File: config.mk
export PLATFORM = sky130hd
export DESIGN_NAME = rr_mux_reg
export DESIGN_NICKNAME = d
export VERILOG_FILES = /design/src/rtl/mux_pkg.sv /design/src/rtl/rr_arbiter.sv /design/src/rtl/rr_mux_reg.sv
export SDC_FILE = /design/constraint.sdc
export NUM_CORES = 1
export LEC_CHECK = 0
export CORE_MARGIN = 2
export CORE_UTILIZATION = 28
export CTS_CLUSTER_DIAMETER = 50
export DETAILED_ROUTE_END_ITERATION = 16
export GPL_TIMING_DRIVEN = 0
export HOLD_SLACK_MARGIN = 0.1
export SYNTH_ARGS = -nofsm -noshare
export SYNTH_HDL_FRONTEND = slang
export SYNTH_SLANG_ARGS = --single-unit
File: constraint.sdc
create_clock -name clk -period 1.86 [get_ports clk]
set_input_delay 0.279 -clock clk [delete_from_list [all_inputs] [get_ports clk]]
set_output_delay 0.279 -clock clk [all_outputs]
set_load 0.02 [all_outputs]
File: src/rtl/mux_pkg.sv
// Shared constants for the registered round-robin / fixed-select mux.
package mux_pkg;

  localparam logic MODE_FIXED = 1'b0;
  localparam logic MODE_RR    = 1'b1;

endpackage

File: src/rtl/rr_arbiter.sv
// Round-robin grant search starting at ptr, plus the ptr register itself.
module rr_arbiter #(
  parameter int N    = 4,
  parameter int SELW = $clog2(N)
) (
  input  logic            clk,
  input  logic            rst_n,
  input  logic [N-1:0]    req,
  input  logic            advance,
  output logic [SELW-1:0] grant,
  output logic            grant_valid,
  output logic [SELW-1:0] ptr
);

  always_comb begin
    int   start;
    int   idx;
    logic found;
    grant = '0;
    found = 1'b0;
    start = (int'(ptr) < N) ? int'(ptr) : 0;
    for (int k = 0; k < N; k++) begin
      idx = start + k;
      if (idx >= N) idx = idx - N;
      if (!found && req[idx]) begin
        found = 1'b1;
        grant = SELW'(idx);
      end
    end
    grant_valid = |req;
  end

  // The pointer moves one past the winner so the winner becomes lowest priority.
  always_ff @(posedge clk or negedge rst_n) begin
    if (!rst_n) begin
      ptr <= '0;
    end else if (advance) begin
      ptr <= (int'(grant) == N - 1) ? '0 : grant + 1'b1;
    end
  end

endmodule

File: src/rtl/rr_mux_reg.sv
// N-to-1 channel mux with a single output register; fixed or round-robin select.
// Handshake: a word moves when valid and ready are both high on a rising edge.
module rr_mux_reg
  import mux_pkg::*;
#(
  parameter int WIDTH = 32,
  parameter int N     = 4,
  parameter int SELW  = $clog2(N)
) (
  input  logic              clk,
  input  logic              rst_n,
  input  logic              mode,
  input  logic [SELW-1:0]   sel,
  input  logic [N*WIDTH-1:0] in_data,
  input  logic [N-1:0]      in_valid,
  output logic [N-1:0]      in_ready,
  output logic [WIDTH-1:0]  out_data,
  output logic [SELW-1:0]   out_ch,
  output logic              out_valid,
  input  logic              out_ready
);

  logic [SELW-1:0]  arb_grant;
  logic             arb_valid;
  logic [SELW-1:0]  ptr;
  logic             fix_valid;
  logic [SELW-1:0]  grant;
  logic             grant_valid;
  logic             space;
  logic             load;
  logic [WIDTH-1:0] grant_data;

  rr_arbiter #(.N(N), .SELW(SELW)) u_arb (
    .clk         (clk),
    .rst_n       (rst_n),
    .req         (in_valid),
    .advance     (load && (mode == MODE_RR)),
    .grant       (arb_grant),
    .grant_valid (arb_valid),
    .ptr         (ptr)
  );

  // An out-of-range sel matches no channel, so it never grants.
  always_comb begin
    fix_valid = 1'b0;
    for (int i = 0; i < N; i++) begin
      if (int'(sel) == i) fix_valid = in_valid[i];
    end
  end

  assign grant       = (mode == MODE_RR) ? arb_grant : sel;
  assign grant_valid = (mode == MODE_RR) ? arb_valid : fix_valid;
  assign space       = !out_valid || out_ready;
  assign load        = space && grant_valid;

  always_comb begin
    grant_data = '0;
    in_ready   = '0;
    for (int i = 0; i < N; i++) begin
      if (int'(grant) == i) begin
        grant_data  = in_data[i*WIDTH +: WIDTH];
        in_ready[i] = rst_n && load;
      end
    end
  end

  always_ff @(posedge clk or negedge rst_n) begin
    if (!rst_n) begin
      out_valid <= 1'b0;
      out_data  <= '0;
      out_ch    <= '0;
    end else if (load) begin
      out_valid <= 1'b1;
      out_data  <= grant_data;
      out_ch    <= grant;
    end else if (out_valid && out_ready) begin
      out_valid <= 1'b0;
    end
  end

endmodule

After elaboration in Yosys (flattened, before gate mapping)
Index checks and enable logic that the tools add are counted.
{"block": "totals", "reg_bits": 37, "elab_cells": 83, "output_inout_bits": 39}
{"block": "op_classes", "magnitude_cmp": 8, "reduce_logical": 16, "muxes": 40, "add_sub_neg": 8, "eq_ne": 7}
{"cell": "32-bit 2-to-1 mux", "n": 8}
{"cell": "32-bit by 4-bit less-than comparator with 1-bit output (second input constant)", "n": 4}
{"cell": "32-bit by 4-bit >= comparator with 1-bit output (second input constant)", "n": 3}
{"cell": "32-bit by 4-bit subtractor with 32-bit output (second input constant)", "n": 3}
{"cell": "1-bit 2-to-1 mux", "n": 22}
{"cell": "2-bit 2-to-1 mux", "n": 6}
{"cell": "1-bit binary-select mux with 2-bit select", "n": 4}
{"cell": "2-bit == test (second input constant)", "n": 4}
{"cell": "1-bit logical AND", "n": 7}
{"cell": "2-bit by 2-bit adder with 3-bit output (second input constant)", "n": 2}
{"cell": "2-bit by 1-bit == test with 1-bit output (second input constant)", "n": 3}
{"cell": "1-bit zero test", "n": 4}
{"cell": "2-bit zero test", "n": 2}
{"cell": "4-bit OR reduction", "n": 1}
{"cell": "2-bit by 3-bit subtractor with 4-bit output (second input constant)", "n": 1}
{"cell": "2-bit by 1-bit adder with 3-bit output (second input constant)", "n": 1}
{"cell": "2-bit by 3-bit >= comparator with 1-bit output (second input constant)", "n": 1}
{"cell": "2-bit by 1-bit adder with 2-bit output (second input constant)", "n": 1}
{"cell": "2-bit nonzero test", "n": 1}
{"cell": "1-bit logical OR", "n": 1}

Longest topological paths before layout
{"block": "depth", "word_depth": 21, "depth_mapped": 9}

Cells and area by module
A second synthesis with hierarchy kept.
{"block": "unflattened", "cells_unflattened": 148, "area_unflattened_um2": 2504.9}
{"module": "rr_mux_reg", "n_inst": 1, "cells_each": 128, "seq_area_each_um2": 875.8, "area_per_inst_um2": 2329.7}
{"module": "rr_arbiter", "n_inst": 1, "cells_each": 20, "seq_area_each_um2": 50.0, "area_per_inst_um2": 175.2}

Worst setup path after synthesis
No wires, ideal clock.
{"block": "synth_timing", "kind": "in2out", "start": "in mode", "end": "out in_ready[1]", "stages": 8, "t_arrival_ns": 1.685, "required_time_ns": 1.581, "setup_slack_ns": -0.104, "path_cell_list": "buf_2 -> a21oi_1 -> o32a_1 -> nor2b_1 -> buf_2 -> clkbuf_1 -> nand2_1 -> nor2_1"}
{"block": "synth_between", "elab_chain_cells": 4, "word_cells_on_any_way": 6}
{"element": "start: declaration", "line": "rr_mux_reg.sv:12", "source": "input logic mode,"}
{"element": "1-bit 2-to-1 mux", "line": "rr_mux_reg.sv:52", "source": "assign grant_valid = (mode == MODE_RR) ? arb_valid : fix_valid;"}
{"element": "1-bit logical AND", "line": "rr_mux_reg.sv:54", "source": "assign load = space && grant_valid;"}
{"element": "1-bit logical AND", "line": "rr_mux_reg.sv:62", "source": "in_ready[i] = rst_n && load;"}
{"element": "1-bit 2-to-1 mux (*)", "line": "rr_mux_reg.sv:60", "source": "if (int'(grant) == i) begin"}
{"element": "end: declaration", "line": "rr_mux_reg.sv:16", "source": "output logic [N-1:0] in_ready,"}
Every way passes the cells marked *; elsewhere a longest branch is shown, timed or not.

==> reports/metrics.cfg <==
[detailed_routing]
viasPerCell=5.360
remaining_drc_errors=0
ant_nets=0
dr_total_vias=4256
drtIter0Drc=348
first_pass_iters=4
route.final.wire_length_um=14900
routedWlPerCell_um=18.77

[sta]
period_share=1.157
fin_ws_ps=-292.8
final_number_of_setup_violating_endpoints=36
worst_max_slew_pin_slew_ps=945.8
fmax_ghz=0.4645
grt_setup_unrepaired=true
finalMaxSlewViolations=0
timing.final.hold_violations=0
slew-limit-headroom=0.3694
timing.final.crit_period_ps=2153
worst_clock_skew_ps=4.042

[worst_setup_path]
crit_family=simple AND/OR/NAND/NOR gates
critPathLaunchType=flop
worst_path_arrival_ps=1870
slowest_delay_ps=440
worstPathBufferInverterCount=3
slowest_stage=sky130_fd_sc_hd__dfrtp_2
critical_path.endpoint_type=output port
crit_chain=nor2b_2, nand2_1, a31oi_4, a21o_1, buf_6, buf_12, and3_4, buf_6
timing.critical_path.required_ps=1580
path_class=reg2out
critPathMaxFanout=4
worst_path_most_repeated_cell=sky130_fd_sc_hd__buf_6

[placement]
postPlaceCellArea_sq_um=5274
detailedPlace.worstSlack_ps=-1345
port-buffer-count=176
dp_hpwl_um=10200
gpl.final_weighted_congestion=0.8800

[clock_network]
cts_made_buffers=5
clockBufferDepth=2
tritoncts_clock_tree=done
clk_transition_reported_paths_ps=60
htree_num_levels=2
cts_sinks=37
insertion_delay_ps=280
clock-root-buffer=sky130_fd_sc_hd__clkbuf_16

[synthesis]
synth_seq_cells=37
synthesis.area_sq_um=3301
synth_area_per_cell_sq_um=7.896
syn-num-nets=556
ys_warn_count=0
ys_types=45
synth.yosys.seq_area_share=0.2805
synthesis.instances=418

[flow_run]
max-cap-violations=0

[layout]
stdcell_area_sq_um=6533
layout_common_cells=sky130_fd_sc_hd__clkdlybuf4s50_1, sky130_fd_sc_hd__nand2_1, sky130_fd_sc_hd__buf_4
final_layout_size_suffix_gt1_frac=0.2831
flow.area_growth_from_synthesis_pct=97.92
finish.net_count=787
final_common_cell=sky130_fd_sc_hd__clkdlybuf4s50_1

[global_routing]
largest_net_degree_at_the_start_of_global_routing=28
total_gr_overflow=0
first_pass_grt_wire_length_um=22980
antenna_violations_before_repair=1
first_global_vias=4282
grtUsageTotal=0.2260

[floorplan]
die_width_um=112.6
area_enclosed_by_the_die_boundary_sq_um=12670
pin_count=177
core_area_sq_um=11470
num_rows=39
die_height_um=112.6
initial_standard_cell_utilization_of_the_core=0.2878

[outcome]
violated_checks=negative setup slack
run_status=finished, violations left

[pwr]
worst_ir_drop_vdd_mv=0.4213
leakage_nw=2.609
p_per_area_nw_per_um2=854.6

[hold_path]
min-delay-path-class=in2async

==> path summary, 6_finish.rpt <==
kind | start | to | slack [ps] | cells after the start
min in group clk | out_data[13] | out_data[13] | 490 | 2
hold / removal | rst_n | out_data[19] | 440 | 2
hold reg to reg | out_data[13] | out_data[13] | 490 | 2
setup reg to reg | u_arb.ptr[1] | out_data[10] | -210 | 11
max in group asynchronous | rst_n | async pin | 920 | 3
setup / recovery | flop | in_ready[0] | -290 | 8
==> cell families after synthesis <==
family / share of synthesized area
multiplexers: 0.02729
AND/OR/NAND/NOR: 0.1418
AO/OA/AOI/OAI: 0.4386
buffers and inverters: 0.1118
flip-flops: 0.2805
==> repair_timing <==
action	4_1_cts	5_1_grt
gates resized for setup	114	66
setup endpoints to repair	40	38
cloned	0	3
hold endpoints to repair	10	0
pin swaps	17	61
setup buffers	30	14
hold buffers	1	0
==> synthesized netlist by cell type (all sizes together) <==
cell / n / area, sq um
o21ai: 70 / 350.3
a221oi: 29 / 310.3
nand2: 42 / 157.7
a221o: 1 / 10.01
o21a: 29 / 217.7
o22ai: 7 / 43.79
nand2b: 4 / 32.53
or3: 2 / 12.51
nand3: 2 / 10.01
a22oi: 1 / 7.510
mux2: 5 / 56.30
a21oi: 6 / 33.78
o211ai: 1 / 7.510
or2b: 1 / 7.510
inv: 33 / 123.9
a311oi: 28 / 314.0
o32a: 1 / 10.01
nor2: 40 / 157.6
and3: 2 / 12.51
clkbuf: 15 / 56.30
buf: 30 / 188.9
nand3b: 3 / 22.52
a32oi: 1 / 8.760
o22a: 2 / 17.52
or4: 1 / 7.510
mux2i: 3 / 33.78
a31oi: 6 / 37.54
a32o: 1 / 10.01
nor3: 2 / 10.01
a21o: 4 / 30.03
o2bb2ai: 2 / 30.03
dfrtp: 37 / 925.9
nor4: 2 / 12.51
o41ai: 1 / 8.760
nor2b: 4 / 25.02
==> where the power goes <==
| group | internal, mW | switching, mW | total [mW] |
|---|---|---|---|
| logic | 1.76 | 1.62 | 3.38 |
| registers | 1.04 | 0.136 | 1.17 |
| clock network | 0.671 | 0.360 | 1.03 |
| total | 3.47 | 2.11 | 5.58 |
==> metal layers <==
metal / GRT usage / vias up / wire (um)
li1: - / 2013 / -
met1: 0.2932 / 2087 / 6600
met2: 0.3816 / 142 / 7393
met3: 0.04590 / 14 / 764
met4: 0.06341 / 0 / 144
met5: 0 / - / 0
==> area by class of cell <==
| cell class | count | area [sq um] |
|---|---|---|
| antenna | 1 | 2.502 |
| buffer | 44 | 384.1 |
| clock buffer | 7 | 142.6 |
| clock inverter | 1 | 30.03 |
| fill | 1029 | 4935 |
| inverter | 33 | 123.9 |
| multi-input combinational | 303 | 2535 |
| sequential | 37 | 927.1 |
| tap | 143 | 178.9 |
| timing repair buffer | 225 | 2208 |
==> registers in the layout, indices dropped and copies added (netlist names), named ones only <==
register / count
u_arb.ptr: 1
out_valid: 1
out_data: 32
out_ch: 2
==> through the flow <==
step                      hold slack [ps]  total power [mW]  cells    util  setup TNS [ps]
final                               440.2             5.583    794  0.5697           -5428
after floorplan                    -16.59             2.517    418       -               0
after global placement              467.5             3.589    737  0.4586          -57960
after CTS                           447.1             5.081    777  0.5208           -5780
after detailed placement            207.6             3.630    738  0.4599          -31340
after global routing                477.1             5.891    793  0.5694           -8914
(Power assumes the default switching activity.)
==> variant, RTL diff (same flow settings) <==
Make the reset (`rst_n`) synchronous in 2 clocked blocks.
--- a/src/rtl/rr_arbiter.sv
+++ b/src/rtl/rr_arbiter.sv
@@ -31,7 +31,7 @@
   end
 
   // The pointer moves one past the winner so the winner becomes lowest priority.
-  always_ff @(posedge clk or negedge rst_n) begin
+  always_ff @(posedge clk) begin
     if (!rst_n) begin
       ptr <= '0;
     end else if (advance) begin
--- a/src/rtl/rr_mux_reg.sv
+++ b/src/rtl/rr_mux_reg.sv
@@ -64,7 +64,7 @@
     end
   end
 
-  always_ff @(posedge clk or negedge rst_n) begin
+  always_ff @(posedge clk) begin
     if (!rst_n) begin
       out_valid <= 1'b0;
       out_data  <= '0;
Formal check against the unedited RTL: differs if rst_n is asserted again (counterexample within 4 cycles, from zero or initial values and one cycle with rst_n low); with rst_n held inactive, the same outputs for 10 cycles.
==> variant against the unedited design <==
The run still ends with setup timing left. Synthesized cell count shrank 21%. Area after synthesis shrank 24%. Register-to-register slack gained 0.04 ns. Global-route usage shrank 2.1 points. Non-clock buffer count shrank 37. Clock power shrank 35%. Cell area shrank 20%. Total power shrank 38%. Sequential cell count is the same. Routed wire length shrank 24%. Worst setup slack gained 0.016 ns. Sequential share of layout area grew 0.093 points. Maximum frequency grew 0.75%.
==> variant: results (changes against the unedited design) <==
* Outcome: finished with violations
* Failing checks: setup timing
* 1st-iter DRT viols at 72 (-79%)
* Sw Share at 34.2% (-3.6 points)
* Post-DP Area at 4410 um^2 (-16%)
* Clock root cell: clkbuf_8
* Cell leakage power at 2.11 nW (-19%)
* Routed WL per cell at 17.5 um (-6.8%)
* Mapped Nets at 469 (-16%)
* All-Layer GR Usage at 20.5% (-2.1 points)
* Power share of the combinational group at 52.8% (-7.7 points)
* Rel. slew slack at 69.9% (+33 points)
* Setup Skew at 0.0103 ns (+0.00628 ns)
* Nets at 674 (-14%)
* DP Worst Slack at -1.13 ns (+0.212 ns)
* GPL Wtd Cong at 0.841 (-4.5%)
* # Post-CTS Setup Buffers at 12 (-60%)
* Final Setup Violations at 35 (-2.8%)
* Asr flop ratio synth at 0% (-100 points)
* Synth area leaders: dfxtp_1, nand2_1, a22o_1
* Initial antenna violation count at 0 (-1)
* Slowest cell on the critical path: dfxtp_2
* Port Buffer Count at 173 (-1.7%)
* Cts repair resizes at 62 (-46%)
* Placed wire-length estimate at 7.82 mm (-23%)
* Complex-gate fraction of the synthesized area at 35.0% (-8.9 points)
* Register area share after synthesis at 29.4% (+1.4 points)
* Routed vias at 3,319 (-22%)
* Ant diodes at 0 (-1)
* Reg2reg end: out_data[10]
* Clk pwr share at 19.4% (+0.9 points)
* TNS Setup at -4.07 ns (+1.36 ns)
* Yosys cell types at 42 (-6.7%)
* Setup ws final at -0.277 ns (+0.0161 ns)
* Global-route wire length before repair at 16.3 mm (-29%)
* Worst VDD drop at 0.372 mV (-12%)
* End point of the critical path: in_ready[2]
* Max FO, Critical Path at 6 (+2)
[variant: cell count changes after synthesis, moves of 31 or more]
| cell | unedited run | this run |
|---|---|---|
| nor2_1 | 39 | 3 |
| a22o_1 | 0 | 31 |
| dfrtp_1 | 37 | 0 |
| nand2_1 | 42 | 100 |
| o21ai_0 | 44 | 6 |
| dfxtp_1 | 0 | 37 |
[variant: how the worst min path moves through the flow]
| stage | start | end | slack, ns | cells after the start |
|---|---|---|---|---|
| floorplan | rst_n | out_valid | 0.40 | 1 |
| global placement | out_data[24] | out_data[24] | 0.46 | 1 |
| detailed placement | out_data[2] | out_data[2] | 0.46 | 1 |
| CTS | in_valid[1] | out_data[17] | 0.31 | 3 |
| global route | in_valid[1] | out_data[17] | 0.32 | 3 |
| finish | in_valid[1] | out_data[17] | 0.32 | 3 |
[variant: stage by stage]
step           util [%]  power (mW)  std cells
4_1_cts            54.1        3.22        631
3_5_place_dp       50.5        2.43        612
5_1_grt            59.9        3.66        644
2_1_floorplan         -        1.73        331
6_report           59.9        3.47        644
3_3_place_gp       50.5        2.42        612
[variant: final cells by class]
cell class | instances | area, um^2
inverter | 4 | 15.0
sequential | 37 | 746
clock inverter | 2 | 35.0
buffer | 34 | 355
fill | 787 | 3500
multi-input combinational | 256 | 1850
clock buffer | 5 | 68.8
tap | 108 | 135
timing repair buffer | 198 | 2010
[variant: kinds of logic after synthesis]
logic type | count (synthesis)
AOI/OAI and AO/OA | 120
buffers and inverters | 38
DFF | 37
muxes | 5
and+or+nand+nor | 131
[variant: metal layers]
metal,GRT usage (%),part of all wire [%]
met2,34.9,50
met5,0,0
met4,5.69,0.52
met1,25.6,42
met3,5.18,7.2
